**config.mk**
```make
export PLATFORM = sky130hd
export DESIGN_NAME = vram_writer
export DESIGN_NICKNAME = d
export VERILOG_FILES = /design/src/rtl/vram_writer_pkg.sv /design/src/rtl/vram_writer_sync_fifo.sv /design/src/rtl/vram_writer.sv
export SDC_FILE = /design/constraint.sdc
export NUM_CORES = 1
export LEC_CHECK = 0
export ABC_CLOCK_PERIOD_IN_PS = 3100
export CAP_MARGIN = 20
export CORE_UTILIZATION = 56
export DETAILED_ROUTE_END_ITERATION = 12
export DONT_BUFFER_PORTS = 1
export GPL_TIMING_DRIVEN = 0
export PLACE_DENSITY_LB_ADDON = 0.15
export SLEW_MARGIN = 20
export SYNTH_ARGS = -nofsm -noshare
export SYNTH_HDL_FRONTEND = slang
export SYNTH_SLANG_ARGS = --single-unit
```
**constraint.sdc**
```tcl
create_clock -name clk -period 3.1 [get_ports clk]
set_input_delay 0.31 -clock clk [delete_from_list [all_inputs] [get_ports clk]]
set_output_delay 0.31 -clock clk [all_outputs]
set_load 0.01 [all_outputs]
```
**src/rtl/vram_writer_pkg.sv**
```systemverilog
// Shared VRAM bus widths and writer FSM encoding; also used by the GPU and RAM model.
package vram_writer_pkg;

  localparam int VRAM_ADDR_W = 15;
  localparam int VRAM_DATA_W = 8;

  typedef enum logic [1:0] {
    IDLE   = 2'd0,
    SETUP  = 2'd1,
    STROBE = 2'd2,
    HOLD   = 2'd3
  } wr_state_e;

endpackage

```
**src/rtl/vram_writer_sync_fifo.sv**
```systemverilog
// Synchronous FIFO with wrap-bit pointers; full/empty/count come straight from
// the registered pointers, so a same-cycle pop never raises ready early.
module sync_fifo #(
  parameter int WIDTH = 8,
  parameter int DEPTH = 4
) (
  input  logic                         clk,
  input  logic                         rst_ni,
  input  logic                         push_i,
  input  logic                         pop_i,
  input  logic [WIDTH-1:0]             din_i,
  output logic [WIDTH-1:0]             dout_o,
  output logic                         full_o,
  output logic                         empty_o,
  output logic [$clog2(DEPTH+1)-1:0]   count_o
);

  localparam int AW = $clog2(DEPTH);
  localparam int CW = $clog2(DEPTH + 1);

  logic [AW:0]      wr_q, wr_d;
  logic [AW:0]      rd_q, rd_d;
  logic [WIDTH-1:0] mem_q [DEPTH];
  logic             do_push_s;
  logic             do_pop_s;

  assign full_o    = (wr_q[AW] != rd_q[AW]) && (wr_q[AW-1:0] == rd_q[AW-1:0]);
  assign empty_o   = (wr_q == rd_q);
  assign count_o   = CW'(wr_q - rd_q);
  assign dout_o    = mem_q[rd_q[AW-1:0]];
  assign do_push_s = push_i && !full_o;
  assign do_pop_s  = pop_i && !empty_o;

  // Pointer advance
  always_comb begin
    wr_d = wr_q;
    rd_d = rd_q;
    if (do_push_s) begin
      wr_d = wr_q + 1'b1;
    end else begin
      wr_d = wr_q;
    end
    if (do_pop_s) begin
      rd_d = rd_q + 1'b1;
    end else begin
      rd_d = rd_q;
    end
  end

  // Pointer registers
  always_ff @(posedge clk or negedge rst_ni) begin
    if (!rst_ni) begin
      wr_q <= '0;
      rd_q <= '0;
    end else begin
      wr_q <= wr_d;
      rd_q <= rd_d;
    end
  end

  // Storage; contents are meaningless while empty so no reset is needed
  always_ff @(posedge clk) begin
    if (do_push_s) begin
      mem_q[wr_q[AW-1:0]] <= din_i;
    end
  end

endmodule

```
**src/rtl/vram_writer.sv**
```systemverilog
// VRAM write-side master: queues CPU write requests and commits each one with a
// SETUP / STROBE(WE_CYCLES) / HOLD cycle while the GPU grants the bus.
module vram_writer
  import vram_writer_pkg::*;
#(
  parameter int ADDR_W    = VRAM_ADDR_W,
  parameter int DATA_W    = VRAM_DATA_W,
  parameter int DEPTH     = 4,
  parameter int WE_CYCLES = 2
) (
  input  logic                       clk,
  input  logic                       rst,
  input  logic                       req_valid,
  output logic                       req_ready,
  input  logic [ADDR_W-1:0]          req_addr,
  input  logic [DATA_W-1:0]          req_data,
  input  logic                       bus_grant,
  output logic                       bus_owned,
  output logic [ADDR_W-1:0]          vram_addr,
  output logic [DATA_W-1:0]          vram_wdata,
  output logic                       vram_we,
  output logic [$clog2(DEPTH+1)-1:0] pending
);

  localparam int CNT_W = (WE_CYCLES > 1) ? $clog2(WE_CYCLES) : 1;

  wr_state_e                  state_q, state_d;
  logic [CNT_W-1:0]           cnt_q, cnt_d;
  logic [ADDR_W-1:0]          addr_q, addr_d;
  logic [DATA_W-1:0]          data_q, data_d;
  logic                       owned_q, owned_d;
  logic                       we_q, we_d;
  logic                       pop_s;
  logic                       start_s;
  logic                       fifo_full_s;
  logic                       fifo_empty_s;
  logic [ADDR_W+DATA_W-1:0]   fifo_dout_s;

  sync_fifo #(
    .WIDTH (ADDR_W + DATA_W),
    .DEPTH (DEPTH)
  ) u_fifo (
    .clk     (clk),
    .rst_ni  (rst),
    .push_i  (req_valid),
    .pop_i   (pop_s),
    .din_i   ({req_addr, req_data}),
    .dout_o  (fifo_dout_s),
    .full_o  (fifo_full_s),
    .empty_o (fifo_empty_s),
    .count_o (pending)
  );

  assign req_ready  = !fifo_full_s;
  assign start_s    = !fifo_empty_s && bus_grant;
  assign bus_owned  = owned_q;
  assign vram_we    = we_q;
  assign vram_addr  = addr_q;
  assign vram_wdata = data_q;

  // State, strobe counter and output registers
  always_ff @(posedge clk or negedge rst) begin
    if (!rst) begin
      state_q <= IDLE;
      cnt_q   <= '0;
      addr_q  <= '0;
      data_q  <= '0;
      owned_q <= 1'b0;
      we_q    <= 1'b0;
    end else begin
      state_q <= state_d;
      cnt_q   <= cnt_d;
      addr_q  <= addr_d;
      data_q  <= data_d;
      owned_q <= owned_d;
      we_q    <= we_d;
    end
  end

  // Next state; a started sequence runs to HOLD regardless of grant
  always_comb begin
    state_d = state_q;
    cnt_d   = '0;
    pop_s   = 1'b0;
    case (state_q)
      IDLE: begin
        if (start_s) begin
          state_d = SETUP;
          pop_s   = 1'b1;
        end else begin
          state_d = IDLE;
        end
      end
      SETUP: begin
        state_d = STROBE;
      end
      STROBE: begin
        if (cnt_q == CNT_W'(WE_CYCLES - 1)) begin
          state_d = HOLD;
        end else begin
          state_d = STROBE;
          cnt_d   = cnt_q + 1'b1;
        end
      end
      HOLD: begin
        if (start_s) begin
          state_d = SETUP;
          pop_s   = 1'b1;
        end else begin
          state_d = IDLE;
        end
      end
      default: begin
        state_d = IDLE;
      end
    endcase
  end

  // Outputs decoded from the next state so they leave the flops cleanly
  always_comb begin
    owned_d = (state_d != IDLE);
    we_d    = (state_d == STROBE);
    if (pop_s) begin
      addr_d = fifo_dout_s[ADDR_W+DATA_W-1:DATA_W];
      data_d = fifo_dout_s[DATA_W-1:0];
    end else begin
      addr_d = addr_q;
      data_d = data_q;
    end
  end

endmodule
```
; ---- After elaboration in Yosys (flattened, before gate mapping)
; Memories as Yosys holds them, arrays and structs flattened. A register that Yosys moved wholly into a read port is not among the register bits.
; Index checks and enable logic that the tools add are counted.
[word_totals]
reg_bits = 11
mem_bits_rw = 92
output_inout_bits = 29
wordCells = 37
mem_count = 1
[memory_table]
columns = name, depth, word_bits, read_ports, rd_ports_with_merged_regs, write_ports, line
row1 = u_fifo.mem_q, 4, 23, 1, 1, 1, vram_writer_sync_fifo.sv:23  ; logic [WIDTH-1:0] mem_q [DEPTH];
[op_classes]
addsub = 4
eq_ne = 7
mux = 9
reduce_logical = 10
[op_table]
columns = cell, n
row1 = $mux W1, 8
row2 = $add A3 B1 Y3 const B, 2
row3 = $eq A2 B2 Y1 const B, 3
row4 = $pmux W2 S3, 1
row5 = $logic_and A1 B1 Y1, 4
row6 = $eq A3 B3 Y1, 1
row7 = $logic_not A1 Y1, 3
row8 = $sub A3 B3 Y3, 1
row9 = $eq A2 B1 Y1 const B, 1
row10 = $eq A2 B2 Y1, 1
row11 = $logic_not A2 Y1, 1
row12 = $reduce_bool A2 Y1, 1
row13 = $reduce_or A2 Y1, 1
row14 = $add A1 B1 Y1 const B, 1
row15 = $ne A1 B1 Y1, 1

; ---- Longest topological paths before layout
[depth]
ltp_word = 6
depth_mapped = 8
mapped_depth_nobuf = 5

; ---- Hierarchy
; From an unflattened synthesis, not the netlist that was laid out.
[unflattened]
hier_cells = 235
hier_area_um2 = 4933.5
[by_module_without_submodules]
columns = mod, n_inst, cells_each, area_each_um2, seq_area_each_um2
row1 = sync_fifo, 1, 166, 3782.4, 2912.8
row2 = vram_writer, 1, 69, 1151.1, 700.7

; ---- Worst setup path after synthesis
; OpenSTA, ideal clock, no wires.
[synth_timing]
path_kind = flip-flop to flip-flop
from = register u_fifo.rd_q[1]
to = memory u_fifo.mem_q[3][0] in the netlist's numbering, enable pin
setup_time_ns = 0.414
t_arrival_ns = 2.755
t_required_ns = 2.686
slack_ns = -0.069
stages_incl_launch_ff = 7
path_buffers = 2
period_less_slack_ns = 3.169
cell_sequence = dfrtp_1 > clkbuf_1 > clkbuf_1 > inv_1 > ha_1 > and2_1 > a21oi_1
[synth_between]
elab_chain_cells = 6
[synth_lines]
columns = item, line
row1 = "start, declared", vram_writer_sync_fifo.sv:22  ; logic [AW:0] rd_q, rd_d;
row2 = "start signal, assigned", vram_writer_sync_fifo.sv:57  ; rd_q <= rd_d;
row3 = $eq A2 B2 Y1, vram_writer_sync_fifo.sv:27  ; assign full_o = (wr_q[AW] != rd_q[AW]) && (wr_q[AW-1:0] == rd_q[AW-1:0]);
row4 = $logic_and A1 B1 Y1, vram_writer_sync_fifo.sv:27
row5 = $logic_not A1 Y1, vram_writer_sync_fifo.sv:31  ; assign do_push_s = push_i && !full_o;
row6 = $logic_and A1 B1 Y1, vram_writer_sync_fifo.sv:31
row7 = $mux W1, vram_writer_sync_fifo.sv:63  ; if (do_push_s) begin
row8 = $mux W1 (not written as such), vram_writer_sync_fifo.sv:64  ; mem_q[wr_q[AW-1:0]] <= din_i;
row9 = "end, declared", vram_writer_sync_fifo.sv:23
; No other way between the ends.

; ---- Worst setup path after layout
[layout_timing]
from = register u_fifo.rd_q[1]
to = memory u_fifo.mem_q[1][7] in the netlist's numbering, enable pin
; The elaborated chain is that of the path after synthesis.

==> results.txt <==
* Fraction of layout cells with a size suffix above 1: 32.2%
* Gate power share: 29.1%
- Area of the die: between 0.009 and 0.01 sq mm
- Clock skew on the completed layout was measured at 0.00554 ns.
- The flow ran to the end, and the final reports show no timing, DRC or antenna violations.
- Summing the areas of all fa, ha and maj instances in the mapped netlist gives 2.72% of the synthesized area.
- In the routed layout, each cell is associated on average with a via count of 5.69.
- Number of flip-flops and latches in the synthesized netlist: 126
* Total CTS buffers: 17
* Max Fclk: roughly 0.35 GHz
* Initial antenna violation count: 0
- OpenSTA, run right after detailed placement, puts the worst setup slack at -0.391 ns.
- In this run the power spent charging and discharging nets is 0.00192 W.
- Worst vdd rail ir drop: 0.000578 V
- Of the total power, the clock network draws 29.5%.
- In this run the tightest slew margin relative to its limit is 57.2%.
* Number of max-capacitance violations reported: 0
- Net count after synthesis: 261
- The mapped netlist covers approximately 0.0049 sq mm.
- Summing the areas of all and, or, nand and nor instances in the mapped netlist gives under 10% of the synthesized area.
- The critical path in this run is classified as reg -> reg.
* Pre-antenna DRT Iters: 4
- The H-tree generated during clock tree synthesis spans 4 levels.
- The share of the Yosys chip area taken by registers is 74.2%.
* Global-route wire length before repair: between 10 and 15 mm
* Pin slew with the least headroom to its limit: 0.643 ns
* Highest-count cells in the layout ignoring fill and taps: sky130_fd_sc_hd__edfxtp_1, sky130_fd_sc_hd__dfrtp_1, sky130_fd_sc_hd__dlygate4sd3_1
* Number of setup violations in the final report: 0
- STA puts the critical path data required time at 3.27 ns.
* Data arrival at the endpoint of the critical path: 3.05 ns
* Peak fanout along the critical path: 11
- Skew-Pair Late Insertion Delay: between 0.5 and 0.6 ns
- Final routed DRC violation total: 0
- Final critical-path share of the clock period: 93.0%
* Worst-case clock buffer depth: 2
- Horiz. Die Dim: approximately 95 um
- Synthesis instantiated 25 different standard cells from the library.
* Hpwl dp: roughly 5 mm
* Cell area reported after detailed placement: 0.00503 sq mm
- The filler cells instantiated in the layout total 471.
- The final count of pins violating max slew came to 0.
- Total leakage power: 2.19 nW
- The core region is 0.00830 sq mm.
- Cell internal power was estimated by the tool at 0.00456 W.
- Overall power consumption after layout is estimated at between 0.006 and 0.007 W.
- Area growth from synthesis to layout: 20.8%
* Nature of the critical path startpoint: flop
- Total number of yosys warnings: 0
- Most common library cell in the layout ignoring fill and taps: sky130_fd_sc_hd__edfxtp_1
* Compound-gate portion of the synthesized area: 1.36%
- Across all setup checks in the final design, the least slack found is roughly 0.22 ns.
- For this block, the initial DRC count from the detailed router was roughly 150.
- In the final layout, flip-flops and latches occupy 0.00361 sq mm.
- At the end of routability-driven placement, the weighted congestion stood at 0.693.
- The multi-input combinational cells in the finished layout cover a total of 0.00121 sq mm.
* Count of vias placed by the detailed router: about 2200
- Post-CTS Setup Repair Bufs: 0
- Area of all placed cells without fillers: 0.00588 sq mm
- For this run the aggregate overflow at the end of global routing stands at 0.
* XOR/XNOR share of the synthesized area: 1.23%
- Net switching fraction of the power: ~30%
- Dividing total power by cell area gives a power density of 1100 mW/mm^2.
- Clock tree synthesis found a total of between 100 and 150 sinks.
* Number of standard cells after synthesis: 224
* CTS clock-pin slew for the worst setup and hold paths: 0.06 ns
- After synthesis, the mean cell area works out to 21.8 sq um.
* Master cell of the clock root buffer: sky130_fd_sc_hd__clkbuf_8
- Pin count of the biggest net entering global routing: 35
- The via count of the first global-routing pass came to 2413.
- Remaining antenna violation count: 0
- Total Wirelength: 8.27 mm
- In this run the core area contains 33 standard-cell rows.
* Number of port buffers: 0
- The tightest hold path in the finished design has a slack of roughly 0.013 ns.
- Worst min path class: in -> reg
- Subtracting the final worst setup slack from the clock period gives approximately 2.9 ns.
* Worst R2R Setup Slack: 0.22 ns
- STA classifies the critical path endpoint as a flop.
* Chip height: 95.3 um
- For this design the top-level I/O count stands at between 50 and 60.
- Average wire length per cell after detail routing: 21.3 um
- Multiplexer share of the synthesized area: 17.7%
- Effective utilization at floorplan: between 50% and 60%
- Diode count: 0
- By area, the combinational part of the netlist is dominated by multiplexers.
- Global routing used 20.5% of the available tracks across all layers.
* CTS tree: built
- Hold violation total from the final report: 0
* Number of nets in the layout: between 300 and 400
* Sequential share of power: 41.5%
## worst max-delay path, cell delays in order (launching register included)
cell                       delay (ns)
sky130_fd_sc_hd__dfrtp_1         0.41
sky130_fd_sc_hd__clkbuf_1        0.33
sky130_fd_sc_hd__clkbuf_2        0.35
sky130_fd_sc_hd__inv_1           0.08
sky130_fd_sc_hd__ha_1            0.32
sky130_fd_sc_hd__and2_1          0.23
sky130_fd_sc_hd__a21boi_2        0.34
sky130_fd_sc_hd__and2_2          0.48
## area by class of cell
type                            instances  area share, %
Inverter                                8          0.510
Tap cell                              105           2.23
Timing Repair Buffer                   26           4.68
Clock buffer                           22           7.36
Clock inverter                         10           2.40
Buffer                                  8          0.851
Multi-Input combinational cell         83           20.6
Sequential cell                       126           61.4
## sequential cells by signal, summed over array words and instances, names as in the netlist
register	count
cnt_q	1
vram_addr	15
u_fifo.rd_q	3
vram_we	1
u_fifo.mem_q	92
u_fifo.wr_q	3
bus_owned	1
state_q	2
vram_wdata	8
## worst paths after layout
check / from / to / depth (start not counted)
worst max-delay path: u_fifo.rd_q[1]$_DFFE_PN0P_ / u_fifo.mem_q[1][7]$_DFFE_PP_ / 7
worst min-delay path: bus_grant / bus_owned$_DFF_PN0_ / 2
worst max register to register: u_fifo.rd_q[1]$_DFFE_PN0P_ / u_fifo.mem_q[1][7]$_DFFE_PP_ / 7
worst min register to register: cnt_q$_DFF_PN0_ / cnt_q$_DFF_PN0_ / 1
max in group asynchronous: rst / vram_addr[12]$_DFFE_PN0N_ / 2
min in group asynchronous: rst / vram_wdata[5]$_DFFE_PN0N_ / 2
## power groups by stage
stage	registers [W]	clock network (W)	logic, W
2_1_floorplan	0.00263	0	0.00148
3_3_place_gp	0.00269	0	0.00172
3_5_place_dp	0.00272	0	0.00182
4_1_cts	0.00270	0.00194	0.00189
5_1_grt	0.00273	0.00200	0.00206
6_report	0.00269	0.00191	0.00188
## synthesized netlist by cell type
master	n	share of area, %
sky130_fd_sc_hd__a21boi_0	1	0.15
sky130_fd_sc_hd__a21oi_1	2	0.21
sky130_fd_sc_hd__and2_1	4	0.51
sky130_fd_sc_hd__buf_2	3	0.31
sky130_fd_sc_hd__buf_6	2	0.46
sky130_fd_sc_hd__clkbuf_1	3	0.23
sky130_fd_sc_hd__dfrtp_1	34	17
sky130_fd_sc_hd__edfxtp_1	92	57
sky130_fd_sc_hd__fa_1	1	0.41
sky130_fd_sc_hd__ha_1	9	2.3
sky130_fd_sc_hd__inv_1	8	0.62
sky130_fd_sc_hd__mux2_2	8	1.8
sky130_fd_sc_hd__mux2_4	17	5.2
sky130_fd_sc_hd__mux4_2	23	11
sky130_fd_sc_hd__nand2_1	4	0.31
sky130_fd_sc_hd__nand3b_1	1	0.15
sky130_fd_sc_hd__nor2_1	1	0.077
sky130_fd_sc_hd__nor2b_1	1	0.13
sky130_fd_sc_hd__o2111ai_1	1	0.18
sky130_fd_sc_hd__o211a_1	1	0.21
sky130_fd_sc_hd__o211ai_4	1	0.44
sky130_fd_sc_hd__o221ai_1	1	0.18
sky130_fd_sc_hd__xnor2_1	3	0.54
sky130_fd_sc_hd__xor2_1	2	0.36
sky130_fd_sc_hd__xor2_2	1	0.33
## stage by stage
stage	util [%]	TNS, ns	cells
floorplan	-	0	224
global placement	60.3	-48.60	329
detailed placement	60.7	-26.30	330
CTS	70.8	0	387
global route	70.9	-0.0228	388
finish	70.9	0	388
## per-layer routing
metal	up-vias	track usage, %	wire [um]
li1	978	-	-
met1	1144	23.6	3130
met2	68	34.8	4510
met3	16	6.54	480
met4	0	9.97	156
met5	-	0	0
## repair_timing
action | CTS | global route
gates resized for setup | 5 | 1
cloned | 0 | 1
endpoints found under the hold margin | 126 | 0
hold buffers | 25 | 0
setup endpoints to repair | 69 | 69
pin swaps | 0 | 1
## kinds of logic after synthesis
| kind of cell | Yosys count |
|---|---|
| fa+ha+maj | 10 |
| buf+inv | 16 |
| mux | 48 |
| xor+xnor | 6 |
| flops | 126 |
| compound gates | 7 |
| simple gates | 11 |
Note: power is estimated with default switching activity, not from simulation.
